`config.mk`:
```
export PLATFORM = sky130hd
export DESIGN_NAME = if_stage
export DESIGN_NICKNAME = d
export VERILOG_FILES = /design/src/rtl/if_stage.sv
export SDC_FILE = /design/constraint.sdc
export NUM_CORES = 1
export LEC_CHECK = 0
export ABC_CLOCK_PERIOD_IN_PS = 6350
export BUFFER_PORTS_ARGS = -buffer_cell sky130_fd_sc_hd__buf_2
export CAP_MARGIN = 5
export CORE_UTILIZATION = 25
export CTS_CLUSTER_DIAMETER = 40
export DETAILED_ROUTE_END_ITERATION = 7
export GPL_TIMING_DRIVEN = 1
export PLACE_DENSITY = 0.41
export SYNTH_ARGS = -nofsm -noshare
export SYNTH_HDL_FRONTEND = slang
export SYNTH_SLANG_ARGS = --single-unit
```
`constraint.sdc`:
```
create_clock -name clk -period 6.35 [get_ports clk]
set_input_delay 1.27 -clock clk [delete_from_list [all_inputs] [get_ports clk]]
set_output_delay 1.27 -clock clk [all_outputs]
set_load 0.05 [all_outputs]
```
`src/rtl/if_stage.sv`:
```
// rtl/if_stage.sv - instruction fetch front end: pre-IF next-PC select, instruction bus requester and IF stage register
module if_stage #(
  parameter logic [31:0] RESET_PC = 32'h1c000000,
  parameter logic [31:0] NOP_INST = 32'h02800000
) (
  input  logic        clk,
  input  logic        rst,
  input  logic        id_allow_in,
  input  logic        br_taken,
  input  logic [31:0] br_target,
  input  logic        wb_ex,
  input  logic [31:0] ex_entry,
  input  logic        wb_is_ertn,
  input  logic [31:0] ertn_pc,
  output logic        inst_sram_req,
  output logic [31:0] inst_sram_addr,
  input  logic        inst_sram_addr_ok,
  input  logic        inst_sram_data_ok,
  input  logic [31:0] inst_sram_rdata,
  output logic        if_ready_go,
  output logic [31:0] if_pc,
  output logic [31:0] if_inst,
  output logic        if_adef
);

  typedef enum logic [1:0] {S_EMPTY, S_WAIT, S_FULL} state_e;

  state_e      state_q, state_d;
  logic [31:0] fetch_pc_q, fetch_pc_d;
  logic [31:0] redir_pc_q, redir_pc_d;
  logic        redir_valid_q, redir_valid_d;
  logic [31:0] req_addr_q, req_addr_d;
  logic        req_pend_q, req_pend_d;
  logic        discard_q, discard_d;
  logic [31:0] if_pc_q, if_pc_d;
  logic [31:0] inst_buf_q, inst_buf_d;
  logic        adef_q, adef_d;

  logic        redirect;
  logic [31:0] redir_target;
  logic [31:0] next_pc;
  logic        misaligned;
  logic        if_valid;
  logic        if_allow_in;
  logic        outstanding;
  logic        issue_ok;
  logic        req_new;
  logic        adef_load;
  logic        addr_acc;
  logic        keep_acc;

  assign redirect = wb_ex | wb_is_ertn | br_taken;

  always_comb begin
    if (wb_ex)           redir_target = ex_entry;
    else if (wb_is_ertn) redir_target = ertn_pc;
    else                 redir_target = br_target;
  end

  assign next_pc     = redir_valid_q ? redir_pc_q : fetch_pc_q + 32'd4;
  assign misaligned  = |next_pc[1:0];
  assign if_valid    = (state_q != S_EMPTY);
  assign if_ready_go = (state_q == S_FULL) && !redirect;
  assign if_allow_in = !if_valid || (if_ready_go && id_allow_in);

  // A discarded fetch still owns the bus until its data returns, so it blocks new requests.
  assign outstanding = (state_q == S_WAIT) || discard_q || req_pend_q;
  assign issue_ok    = !rst && if_allow_in && !outstanding && !redirect;
  assign req_new     = issue_ok && !misaligned;
  assign adef_load   = issue_ok && misaligned;

  assign inst_sram_req  = req_pend_q || req_new;
  assign inst_sram_addr = req_pend_q ? req_addr_q : next_pc;
  assign addr_acc       = inst_sram_req && inst_sram_addr_ok;
  assign keep_acc       = addr_acc && !redirect && !discard_q;

  assign if_pc   = if_pc_q;
  assign if_inst = (state_q == S_FULL) ? inst_buf_q : NOP_INST;
  assign if_adef = adef_q && (state_q == S_FULL);

  always_comb begin
    state_d       = state_q;
    fetch_pc_d    = fetch_pc_q;
    redir_pc_d    = redir_pc_q;
    redir_valid_d = redir_valid_q;
    req_addr_d    = inst_sram_addr;
    req_pend_d    = inst_sram_req && !inst_sram_addr_ok;
    discard_d     = discard_q;
    if_pc_d       = if_pc_q;
    inst_buf_d    = inst_buf_q;
    adef_d        = adef_q;

    if (req_new || adef_load) begin
      fetch_pc_d    = next_pc;
      redir_valid_d = 1'b0;
    end
    if (redirect) begin
      redir_valid_d = 1'b1;
      redir_pc_d    = redir_target;
    end

    if (discard_q && inst_sram_data_ok) discard_d = 1'b0;
    // Whatever is on the bus when a redirect lands belongs to the old path.
    if (redirect && (inst_sram_req || (state_q == S_WAIT && !inst_sram_data_ok)))
      discard_d = 1'b1;

    if (keep_acc) begin
      if_pc_d = inst_sram_addr;
      adef_d  = 1'b0;
    end
    if (adef_load) begin
      if_pc_d    = next_pc;
      adef_d     = 1'b1;
      inst_buf_d = NOP_INST;
    end

    case (state_q)
      S_EMPTY: begin
        if (keep_acc)       state_d = S_WAIT;
        else if (adef_load) state_d = S_FULL;
      end
      S_WAIT: begin
        if (redirect) state_d = S_EMPTY;
        else if (inst_sram_data_ok) begin
          state_d    = S_FULL;
          inst_buf_d = inst_sram_rdata;
        end
      end
      S_FULL: begin
        if (redirect) state_d = S_EMPTY;
        else if (id_allow_in) begin
          if (keep_acc)       state_d = S_WAIT;
          else if (adef_load) state_d = S_FULL;
          else                state_d = S_EMPTY;
        end
      end
      default: state_d = S_EMPTY;
    endcase
  end

  always_ff @(posedge clk or posedge rst) begin
    if (rst) begin
      state_q       <= S_EMPTY;
      fetch_pc_q    <= RESET_PC - 32'd4;
      redir_pc_q    <= 32'd0;
      redir_valid_q <= 1'b0;
      req_addr_q    <= 32'd0;
      req_pend_q    <= 1'b0;
      discard_q     <= 1'b0;
      if_pc_q       <= RESET_PC - 32'd4;
      inst_buf_q    <= NOP_INST;
      adef_q        <= 1'b0;
    end else begin
      state_q       <= state_d;
      fetch_pc_q    <= fetch_pc_d;
      redir_pc_q    <= redir_pc_d;
      redir_valid_q <= redir_valid_d;
      req_addr_q    <= req_addr_d;
      req_pend_q    <= req_pend_d;
      discard_q     <= discard_d;
      if_pc_q       <= if_pc_d;
      inst_buf_q    <= inst_buf_d;
      adef_q        <= adef_d;
    end
  end

endmodule
```
==> results of run 1 <==
[synthesized netlist by cell type (all sizes together), types with 2 or more instances]
cell and instances:
a21boi 2, a21o 3, a21oi 36, a221oi 3, a222oi 3, a22o 5, a22oi 21, and2 32
and3 5, and4 6, buf 18, clkbuf 46, dfrtp 112, dfstp 54, inv 16, mux2 12
mux2i 43, nand2 169, nand2b 9, nand3 13, nand4 13, nor2 51, nor2b 19, nor3 16
nor3b 5, nor4 14, o211a 2, o211ai 2, o21a 5, o21ai 109, o221ai 2, o31a 7
o31ai 40, or3 3, xnor2 7, xor2 4
[worst min-delay path, cell delays in order, from the launching register on]
cell      delay, ps
dfstp_2         370
inv_1            50
a222oi_1         60
[worst max path at each step]
| stage | from | to | slack, ps | cells after the start |
|---|---|---|---|---|
| floorplan | rst | adef_q$_DFFE_PP0P_ | 680 | 1 |
| global placement | wb_is_ertn | if_ready_go | 2230 | 7 |
| detailed placement | wb_is_ertn | inst_sram_req | 2220 | 5 |
| CTS | redir_valid_q$_DFFE_PP0P_ | inst_sram_req | 1960 | 5 |
| global route | fetch_pc_q[7]$_DFFE_PP1P_ | inst_sram_addr[25] | 1760 | 6 |
| finish | redir_valid_q$_DFFE_PP0P_ | inst_sram_req | 1990 | 5 |
[flip-flops by register name (all words and copies together), names as in the netlist]
signal / flops
inst_buf_q: 32
fetch_pc_q: 32
if_pc: 32
req_addr_q: 32
discard_q: 1
redir_valid_q: 1
state_q: 2
req_pend_q: 1
redir_pc_q: 32
adef_q: 1
[area by class of cell]
type                       instances  area [µm²]
sequential                       166        4220
clock buffer                      17         425
fill                            3609       22300
timing repair buffer             250        1290
tap                              442         553
clock inverter                    15         119
multi-input combinational        665        3920
inverter                          17        68.8
[layer usage]
layer / GRT usage (%) / share of wire (%)
met5: 0 / 0
met1: 23.2 / 51
met4: 3.54 / 0.71
met2: 23.1 / 44
met3: 3.03 / 4.4
[where the power goes]
part / internal, mW / leakage (nW) / total [mW] / switching [mW]
clock network: 0.511 / 0.270 / 0.997 / 0.486
logic: 0.399 / 2.58 / 1.31 / 0.910
registers: 1.48 / 1.97 / 1.76 / 0.273
[kinds of logic (layout without fill, tap and decap cells)]
| family | after synthesis | count (layout) | share of synthesized area, % |
|---|---|---|---|
| AO/OA/AOI/OAI | 242 | 242 | 17.7 |
| adder cells (fa/ha/maj) | 1 | 1 | 0.148 |
| multiplexers | 55 | 55 | 6.69 |
| XOR/XNOR | 11 | 11 | 1.14 |
| flip-flops | 166 | 166 | 49.9 |
| AND/OR/NAND/NOR | 356 | 356 | 20.5 |
| buffers and inverters | 81 | 299 | 3.88 |
[cells in the final DEF, fill, tap and decap left out, types with 4 or more instances in the layout]
master and instances:
buf_2 234, nand2_1 168, dfrtp_1 110, o21ai_0 106, dfstp_2 54, nor2_1 51, mux2i_1 43, o31ai_1 39
a21oi_1 36, and2_1 32, a22oi_1 21, nor2b_1 18, clkbuf_16 17, buf_4 16, inv_1 15, nor3_1 14
mux2_2 12, nand3_1 12, nand4_1 11, nand2b_1 9, nor4_1 9, inv_6 9, xnor2_1 7, o31a_1 7
and4_1 6, o21a_1 5, a22o_1 5, and3_1 5, nor4_2 4, nor3b_1 4, xor2_1 4
[stage by stage]
step,cells,area (µm²),setup slack [ps]
floorplan,912,8450,679
global placement,1540,10100,2230
detailed placement,1540,10100,2220
CTS,1572,10600,1960
global route,1572,10600,1760
finish,1572,10600,1990
==> out/metrics.csv, run 1 <==
stage,metric,value,unit
final_layout,num_antenna_cells,0,
global_routing,grt.overflow.total,0,
clock_network,post_cts_buffers,0,
drt,drc,0,
timing,holdWs,478,ps
floorplanning,placementRows,66,
worst_hold_path,hold-path-cell-count,2,
timing,worstMarginPinSlew,1160,ps
timing,period_minus_slack,4360,ps
final_layout,nets,1254,
critical_path,slowest_stage,nor3b_1,
power_and_ir_drop,power,4.06,mW
timing,setup_viol,0,
critical_path,cp.required,5080,ps
floorplanning,io_pins,235,
timing,max_freq,229,MHz
timing,fin_skew,13.0,ps
clock_network,cts_max_path_buffers,2,
synthesis,synth.cell_area,8450,µm²
synthesis,synthCells,912,
clock_network,cts.sinks,166,
placement,numPortBuffers,234,
clock_network,htreeDepth,4,
timing,hold_viol_final,0,
power_and_ir_drop,power.leakage,4.82,nW
critical_path,cp-end-kind,primary output,
worst_hold_path,hp-start,if_pc[4]$_DFFE_PP1P_,
critical_path,path_cells,"buf_4, nor3b_1, o211ai_1, o31ai_1, buf_2",
timing,rsz0062_at_grt,false,
critical_path,critical_path_arrival,3090,ps
drt,vias,7237,
final_layout,area_delta_synth_final,25.5,%
drt,first_pass_iters,8,
clock_network,cts_buffers,17,
global_routing,grt_start_max_net_pins,73,
synthesis,synth_seq_area_share,49.9,%
critical_path,path_buf_inv,2,
floorplanning,die_area,34600,µm²
final_layout,final_util,32.3,%
critical_path,cp-start-kind,flop,
synthesis,ys.flop_type,dfrtp_1,
synthesis,syn_area_per_cell,9.27,µm²
synthesis,yosysWarnings,0,
clock_network,cts_root_buf,clkbuf_16,
critical_path,worstPathMaxFanout,37,
global_routing,grt_pass1_vias,6899,
timing,drv_slew,0,
run_status,status,"complete, no violations",
synthesis,synth-seq-cells,166,
clock_network,clk_latency,440,ps
clock_network,cts.clk_slew.worst_paths,70,ps
global_routing,track_usage,15.6,%
floorplanning,coreArea,32900,µm²
synthesis,synth-edff-count,0,
synthesis,ys_types,52,
timing,tns,0,ps
placement,place_hpwl,19.1,mm
critical_path,reg2reg_from,redir_valid_q$_DFFE_PP0P_,
timing,slew_headroom,22.7,%
clock_network,cts_tree,built,
drt,avgRoutedWirePerCell,17.0,µm
floorplanning,die_w,186,µm
critical_path,cp_top_family,buffers and inverters,
synthesis,yosys.area.top_type,dfrtp_1,
synthesis,synth.top_cell.area_share,33.2,%
clock_network,hold_buffers,0,
drt,drt_iter0_drc,507,
power_and_ir_drop,power.density,383,nW/µm²
floorplanning,die-height,186,µm
worst_hold_path,min_to,if_pc[4]$_DFFE_PP1P_,
critical_path,rrSetupSlack,2920,ps
placement,place_congestion,0.771,
drt,drtAntennaViolNets,0,
global_routing,grt_pass1_wl,40.8,mm
worst_hold_path,hp-class,flop to flop,
global_routing,antenna_found_initial,0,
critical_path,critPathKind,flop to primary output,
power_and_ir_drop,ir_worst_vdd,203,µV
final_layout,layout-drive-gt1-share,32.5,%
critical_path,critPathMaxStageDelay,670,ps
clock_network,cts_resized,0,
synthesis,netlist_top_cells_area,"dfrtp_1 33%, dfstp_2 17%, nand2_1 7.5%, o21ai_0 6.3%, mux2i_1 5.1%",
drt,post_drt_via_cell_ratio,4.60,
synthesis,synth_fp_nets,1049,
flow_run,maxCapViolations,0,
drt,wirelength,26.8,mm
synthesis,async_reset_ff_share,100,%
timing,fin_crit_sh,68.7,%
critical_path,reg2reg_to,if_pc[26]$_DFFE_PP0P_,
floorplanning,floorplan.initialDensity,25.7,%
critical_path,reg2reg_depth,6,
Note: power is estimated with default switching activity, not from simulation.
==> inputs of run 2 (changes only) <==
- ABC_AREA: not set -> 1
- ABC_CLOCK_PERIOD_IN_PS: 6350 -> 4400
- clock period: 6.35 -> 4.4 ns (I/O delays scaled with it)
==> run 2 against run 1 <==
Against the previous run:
- die area is 2.1% higher
- sequential share of layout area is 0.91 points lower
- first-iteration DRC count decreased by 26%
- flip-flop and latch count unchanged
- via count rose by 12%
- core utilization is 0.16 points lower
- global-route usage increased by 1.9 points
- combinational power is 17% higher
- hold slack improved by 8.5 ps
- clock power grew 56%
- wire length is 13% higher
- non-clock buffer count fell by 5
- critical path type unchanged
- critical endpoint is now inst_sram_addr[14]
- largest cell class unchanged
==> out/metrics.csv, run 2 <==
stage,metric,value,unit,change
clock_network,cts.sinks,166,,unchanged
global_routing,antenna_found_initial,3,,was 0
power_and_ir_drop,power.density,487,nW/µm²,was 383 nW/µm²
synthesis,synth-edff-count,0,,unchanged
drt,drtAntennaViolNets,0,,unchanged
critical_path,critical_path_arrival,3090,ps,about the same
global_routing,grt_start_max_net_pins,73,,unchanged
drt,wirelength,30.3,mm,was 26.8 mm
clock_network,post_cts_buffers,0,,unchanged
run_status,status,"complete, no violations",,unchanged
timing,holdWs,486,ps,was 478 ps
placement,place_hpwl,21.9,mm,was 19.1 mm
floorplanning,floorplan.initialDensity,25.5,%,was 25.7%
critical_path,crit_top_cell,nand2_1,,
placement,post-place-cells,1774,,was 1540
timing,hold_viol_final,0,,unchanged
timing,rsz0062_at_grt,false,,unchanged
clock_network,cts_tree,built,,unchanged
flow_run,maxCapViolations,0,,unchanged
clock_network,clk_latency,440,ps,about the same
synthesis,yosysMostFrequentCell,nand2_1,,unchanged
synthesis,ys.flop_type,dfrtp_1,,unchanged
synthesis,ys_top_cells_by_count,"371 x nand2_1, 132 x nand3_1, 112 x dfrtp_1",,"was 168 x nand2_1, 112 x dfrtp_1, 107 x o21ai_0"
final_layout,nets,1482,,was 1254
clock_network,cts_root_buf,clkbuf_16,,unchanged
worst_hold_path,hp-start,if_pc[28]$_DFFE_PP1P_,,was if_pc[4]$_DFFE_PP1P_
final_layout,final_util,32.1,%,was 32.3%
timing,max_freq,252,MHz,
critical_path,critPathKind,flop to primary output,,unchanged
clock_network,hold_buffers,0,,unchanged
clock_network,cts_buffers,17,,unchanged
final_layout,most-common-layout-cells,"371 x nand2_1, 234 x buf_2, 122 x nand3_1",,"was 234 x buf_2, 168 x nand2_1, 110 x dfrtp_1"
global_routing,grt_pass1_vias,8226,,was 6899
synthesis,synth_fp_nets,1280,,was 1049
timing,period_minus_slack,3970,ps,
floorplanning,coreArea,33800,µm²,was 32900 µm²
final_layout,n_fill_cell,3704,,was 3609
synthesis,netlist_top_cells_area,"dfrtp_1 32%, dfstp_2 16%, nand2_1 16%, nand3_1 7.7%, nor2_1 4.8%",,"was dfrtp_1 33%, dfstp_2 17%, nand2_1 7.5%, o21ai_0 6.3%, mux2i_1 5.1%"
synthesis,yosys.area.top_type,dfrtp_1,,unchanged
drt,vias,8105,,was 7237
timing,slew_headroom,36.9,%,was 22.7%
floorplanning,die_w,188,µm,was 186 µm
synthesis,syn_area_per_cell,7.55,µm²,was 9.27 µm²
final_layout,layout-drive-gt1-share,28.1,%,was 32.5%
drt,drt_iter0_drc,373,,was 507
clock_network,cts_resized,0,,unchanged
synthesis,synth.top_cell.area_share,32.5,%,was 33.2%
timing,setup_viol,0,,unchanged
critical_path,cp-start-kind,flop,,unchanged
final_layout,final-seq-area,4220,µm²,about the same
synthesis,synthCells,1143,,was 912
critical_path,cp.required,3520,ps,was 5080 ps
final_layout,multiInputGateArea,3850,µm²,was 3920 µm²
synthesis,async_reset_ff_share,100,%,unchanged
clock_network,cts_max_path_buffers,2,,unchanged
power_and_ir_drop,power.leakage,5.35,nW,was 4.82 nW
critical_path,critPathMaxStageDelay,560,ps,was 670 ps
timing,fin_skew,13.5,ps,was 13.0 ps
drt,avgRoutedWirePerCell,16.8,µm,was 17.0 µm
critical_path,rrSetupSlack,1500,ps,was 2920 ps
placement,numPortBuffers,234,,unchanged
clock_network,htreeDepth,4,,unchanged
worst_hold_path,hp-class,flop to flop,,unchanged
timing,worstMarginPinSlew,946,ps,was 1160 ps
critical_path,startpoint,fetch_pc_q[3]$_DFFE_PP1P_,,was redir_valid_q$_DFFE_PP0P_
critical_path,reg2reg_from,req_pend_q$_DFF_PP0_,,was redir_valid_q$_DFFE_PP0P_
global_routing,grt_pass1_wl,47.4,mm,was 40.8 mm
final_layout,stdcell_count,1807,,was 1572
synthesis,synth.cell_area,8630,µm²,was 8450 µm²
critical_path,path_cells,"ha_1, nand2_1, nor2_1, nand2_1, inv_1, nand2_1, nand2_1, nand3_1, a31oi_1, buf_2",,"was buf_4, nor3b_1, o211ai_1, o31ai_1, buf_2"
global_routing,track_usage,17.5,%,was 15.6%
clock_network,cts.clk_slew.worst_paths,60,ps,was 70 ps
floorplanning,io_pins,235,,unchanged
critical_path,cp-end-kind,primary output,,unchanged
final_layout,mostFrequentLayoutCell,nand2_1,,was buf_2
drt,first_pass_iters,5,,was 8
placement,place_congestion,0.840,,was 0.771
global_routing,grt.overflow.total,0,,unchanged
floorplanning,die-height,188,µm,was 186 µm
critical_path,slowest_stage,dfstp_2,,was nor3b_1
timing,fin_crit_sh,90.2,%,
synthesis,ys_types,36,,was 52
critical_path,worstPathMaxFanout,4,,was 37
synthesis,synth-seq-cells,166,,unchanged
synthesis,yosysWarnings,0,,unchanged
drt,post_drt_via_cell_ratio,4.49,,was 4.60
timing,drv_slew,0,,unchanged
final_layout,area_delta_synth_final,25.7,%,was 25.5%
drt,drc,0,,unchanged
synthesis,synth_seq_area_share,48.9,%,was 49.9%
power_and_ir_drop,ir_worst_vdd,290,µV,was 203 µV
power_and_ir_drop,power,5.28,mW,was 4.06 mW
floorplanning,die_area,35300,µm²,was 34600 µm²
floorplanning,placementRows,67,,was 66
timing,tns,0,ps,unchanged
==> run 2: cell types whose count changed after synthesis, moves of 16 or more <==
cell / before / now
a22oi_1: 21 / 0
and2_1: 32 / 9
clkbuf_1: 46 / 30
inv_1: 16 / 87
mux2i_1: 43 / 1
nand2_1: 168 / 371
nand3_1: 12 / 132
nor2_1: 51 / 110
nor2b_1: 19 / 0
o21ai_0: 107 / 37
o21ai_1: 2 / 33
o31ai_1: 39 / 0
==> run 2: per-layer routing <==
metal	global-route usage (%)	up-vias	wire length (µm)
met2	28.5	201	14200
met4	3.56	4	320
met3	4.49	19	1770
li1	-	4063	-
met5	0	-	31
met1	23.3	3818	14000
==> run 2: cells by family (layout without fill, tap and decap cells) <==
group	after synthesis	in the layout	share of synthesized area, %
DFF	166	166	48.9
adders and majority gates	1	1	0.145
muxes	1	1	0.116
and+or+nand+nor	660	660	32.5
AOI/OAI and AO/OA	159	159	10.7
buffers and inverters	156	371	7.55
other	0	1	0
==> run 2: path summary, 6_finish.rpt <==
kind / endpoint / cells past startpoint
max: inst_sram_addr[14] / 10
min: if_pc[28]$_DFFE_PP1P_ / 2
max reg2reg: adef_q$_DFFE_PP0P_ / 9
min reg2reg: if_pc[28]$_DFFE_PP1P_ / 2
max in group asynchronous: req_addr_q[25]$_DFF_PP0_ / 4
min in group asynchronous: redir_pc_q[30]$_DFFE_PP0P_ / 3
==> run 2: report_power, final <==
group	switching (mW)	total, mW	internal (mW)
Clock	0.671	1.56	0.886
Combinational	1.12	1.53	0.406
Sequential	0.222	2.19	1.97
Total	2.02	5.28	3.26
==> run 2: area by class of cell <==
type                            count  area share (%)
Antenna cell                        1          0.0231
Clock buffer                       22            4.37
Clock inverter                     10            1.12
Inverter                           94            3.38
Multi-Input combinational cell    821            35.5
Sequential cell                   166            38.9
Tap cell                          448            5.17
Timing Repair Buffer              245            11.6
==> run 2: worst max-delay path, delay by kind of cell (launching register included) <==
kind / cells / cell delay (ps)
AOI/OAI and AO/OA: 1 / 500
buffers and inverters: 2 / 560
and+or+nand+nor: 6 / 780
DFF: 1 / 560
adders and majority gates: 1 / 240
==> run 2: per-stage QoR <==
stage / worst slack (ps) / area, µm²
after floorplan: -393 / 8730
final: 432 / 10800
after CTS: 468 / 10800
after global placement: 929 / 10200
after detailed placement: 951 / 10200
after global routing: 280 / 10800
==> inputs of run 3 (changes only) <==
- BUFFER_PORTS_ARGS: -buffer_cell sky130_fd_sc_hd__buf_2 -> not set
- CORE_UTILIZATION: 25 -> 64
- DONT_BUFFER_PORTS: not set -> 1
- GPL_ROUTABILITY_DRIVEN: not set -> 0
- PLACE_DENSITY: 0.41 -> 0.77
==> run 3 against run 2 <==
Against the previous run:
- clock-buffer cell count unchanged
- combinational power fell by 39%
- largest cell class unchanged
- total power decreased by 3.5%
- wire length down 20%
- critical endpoint is now inst_sram_addr[23]
- flip-flop and latch count did not move
- sequential power is 18% higher
==> out/metrics.csv, run 3 (same netlist as run 2, synthesis figures left out) <==
stage,metric,value,unit,change
placement,place_hpwl,17.0,mm,was 21.9 mm
clock_network,hold_buffers,0,,unchanged
final_layout,most-common-layout-cells,"371 x nand2_1, 122 x nand3_1, 112 x dfrtp_1",,"was 371 x nand2_1, 234 x buf_2, 122 x nand3_1"
drt,drt_iter0_drc,818,,was 373
drt,drtAntennaViolNets,0,,unchanged
critical_path,critPathKind,flop to primary output,,unchanged
timing,drv_slew,0,,unchanged
final_layout,num_antenna_cells,0,,was 1
power_and_ir_drop,ir_worst_vdd,387,µV,was 290 µV
timing,max_freq,270,MHz,was 252 MHz
global_routing,grt_start_max_net_pins,167,,was 73
critical_path,critPathMaxStageDelay,880,ps,was 560 ps
clock_network,cts_tree,built,,unchanged
clock_network,cts_resized,0,,unchanged
critical_path,crit_top_cell,nand2_1,,unchanged
drt,drc,0,,unchanged
global_routing,track_usage,35.9,%,was 17.5%
critical_path,critical_path_arrival,2820,ps,was 3090 ps
power_and_ir_drop,power.leakage,4.38,nW,was 5.35 nW
floorplanning,coreArea,13200,µm²,was 33800 µm²
placement,post-place-cells,1268,,was 1774
clock_network,cts.clk_slew.worst_paths,60,ps,about the same
timing,holdWs,501,ps,was 486 ps
drt,avgRoutedWirePerCell,18.6,µm,was 16.8 µm
drt,wirelength,24.2,mm,was 30.3 mm
power_and_ir_drop,power.density,543,nW/µm²,was 487 nW/µm²
timing,fin_crit_sh,84.1,%,was 90.2%
global_routing,grt.overflow.total,0,,unchanged
clock_network,cts_max_path_buffers,2,,unchanged
timing,worstMarginPinSlew,1150,ps,was 946 ps
timing,period_minus_slack,3700,ps,was 3970 ps
placement,numPortBuffers,0,,was 234
drt,post_drt_via_cell_ratio,5.89,,was 4.49
drt,first_pass_iters,6,,was 5
final_layout,n_fill_cell,1057,,was 3704
timing,fin_skew,8.69,ps,was 13.5 ps
global_routing,grt_pass1_vias,7189,,was 8226
timing,slew_headroom,22.9,%,was 36.9%
worst_hold_path,hp-class,flop to flop,,unchanged
global_routing,antenna_found_initial,0,,was 3
final_layout,nets,1248,,was 1482
critical_path,cp-start-kind,flop,,unchanged
drt,vias,7652,,was 8105
floorplanning,die_w,118,µm,was 188 µm
critical_path,worstPathMaxFanout,4,,unchanged
timing,hold_viol_final,0,,unchanged
timing,rsz0062_at_grt,false,,unchanged
final_layout,multiInputGateArea,3850,µm²,about the same
floorplanning,die_area,14000,µm²,was 35300 µm²
clock_network,cts_buffers,17,,unchanged
floorplanning,die-height,118,µm,was 188 µm
final_layout,area_delta_synth_final,8.71,%,was 25.7%
final_layout,stdcell_count,1300,,was 1807
floorplanning,io_pins,235,,unchanged
final_layout,mostFrequentLayoutCell,nand2_1,,unchanged
clock_network,clk_latency,430,ps,was 440 ps
clock_network,cts.sinks,166,,unchanged
run_status,status,"complete, no violations",,unchanged
final_layout,layout-drive-gt1-share,13.3,%,was 28.1%
clock_network,cts_root_buf,clkbuf_16,,unchanged
critical_path,cp-end-kind,primary output,,unchanged
critical_path,path_cells,"nand2_1, nor2_1, nand2_1, nor2_1, nand3_1, nand3_1, nand2_1, a21boi_1",,"was ha_1, nand2_1, nor2_1, nand2_1, inv_1, nand2_1, nand2_1, nand3_1, a31oi_1, buf_2"
final_layout,final-seq-area,4220,µm²,unchanged
flow_run,maxCapViolations,0,,unchanged
clock_network,htreeDepth,4,,unchanged
final_layout,final_util,71.1,%,was 32.1%
clock_network,post_cts_buffers,0,,unchanged
floorplanning,placementRows,42,,was 67
global_routing,grt_pass1_wl,38.4,mm,was 47.4 mm
timing,setup_viol,0,,unchanged
floorplanning,floorplan.initialDensity,65.4,%,was 25.5%
critical_path,cp.required,3520,ps,about the same
critical_path,slowest_stage,a21boi_1,,was dfstp_2
power_and_ir_drop,power,5.09,mW,was 5.28 mW
timing,tns,0,ps,unchanged
[run 3: final timing paths]
| kind | from | to | slack [ps] | depth (start not counted) |
|---|---|---|---|---|
| worst max register to register | state_q[0]$_DFFE_PP0P_ | if_pc[20]$_DFFE_PP1P_ | 1560 | 11 |
| worst max-delay path | fetch_pc_q[8]$_DFFE_PP1P_ | inst_sram_addr[23] | 700 | 8 |
| worst min-delay path | fetch_pc_q[3]$_DFFE_PP1P_ | fetch_pc_q[3]$_DFFE_PP1P_ | 500 | 2 |
| min in group asynchronous | rst | redir_pc_q[19]$_DFFE_PP0P_ | 660 | 2 |
| max in group asynchronous | rst | inst_buf_q[26]$_DFF_PP0_ | 3130 | 2 |
| worst min register to register | fetch_pc_q[3]$_DFFE_PP1P_ | fetch_pc_q[3]$_DFFE_PP1P_ | 500 | 2 |
[run 3: where the power goes]
part | switching (mW) | internal [mW] | total, mW | leakage (nW)
logic | 0.668 | 0.270 | 0.939 | 2.13
registers | 0.601 | 1.99 | 2.59 | 1.95
clock network | 0.612 | 0.957 | 1.57 | 0.307
[run 3: critical path: cells and delay by family (launching register included)]
kind	cells	cell delay, ps
AOI/OAI and AO/OA	1	880
DFF	1	550
and+or+nand+nor	7	960
[run 3: layout make-up]
type	instances	area share, %
sequential	166	45.0
multi-input combinational	821	41.1
clock buffer	22	5.16
inverter	94	3.91
tap	176	2.35
clock inverter	10	1.52
timing repair buffer	11	1.01
[run 3: per-stage QoR]
stage               cell area [µm²]  setup WS, ps
floorplan                      8730          -393
global placement               8760          1040
detailed placement             8760           984
CTS                            9380           738
global route                   9380           507
finish                         9380           699
[run 3: layer usage]
layer / routed length (µm) / global-route usage [%]
met2: 11600 / 57.5
met4: 1220 / 17.8
met5: 0 / 0
met1: 9560 / 46.3
met3: 1820 / 7.90
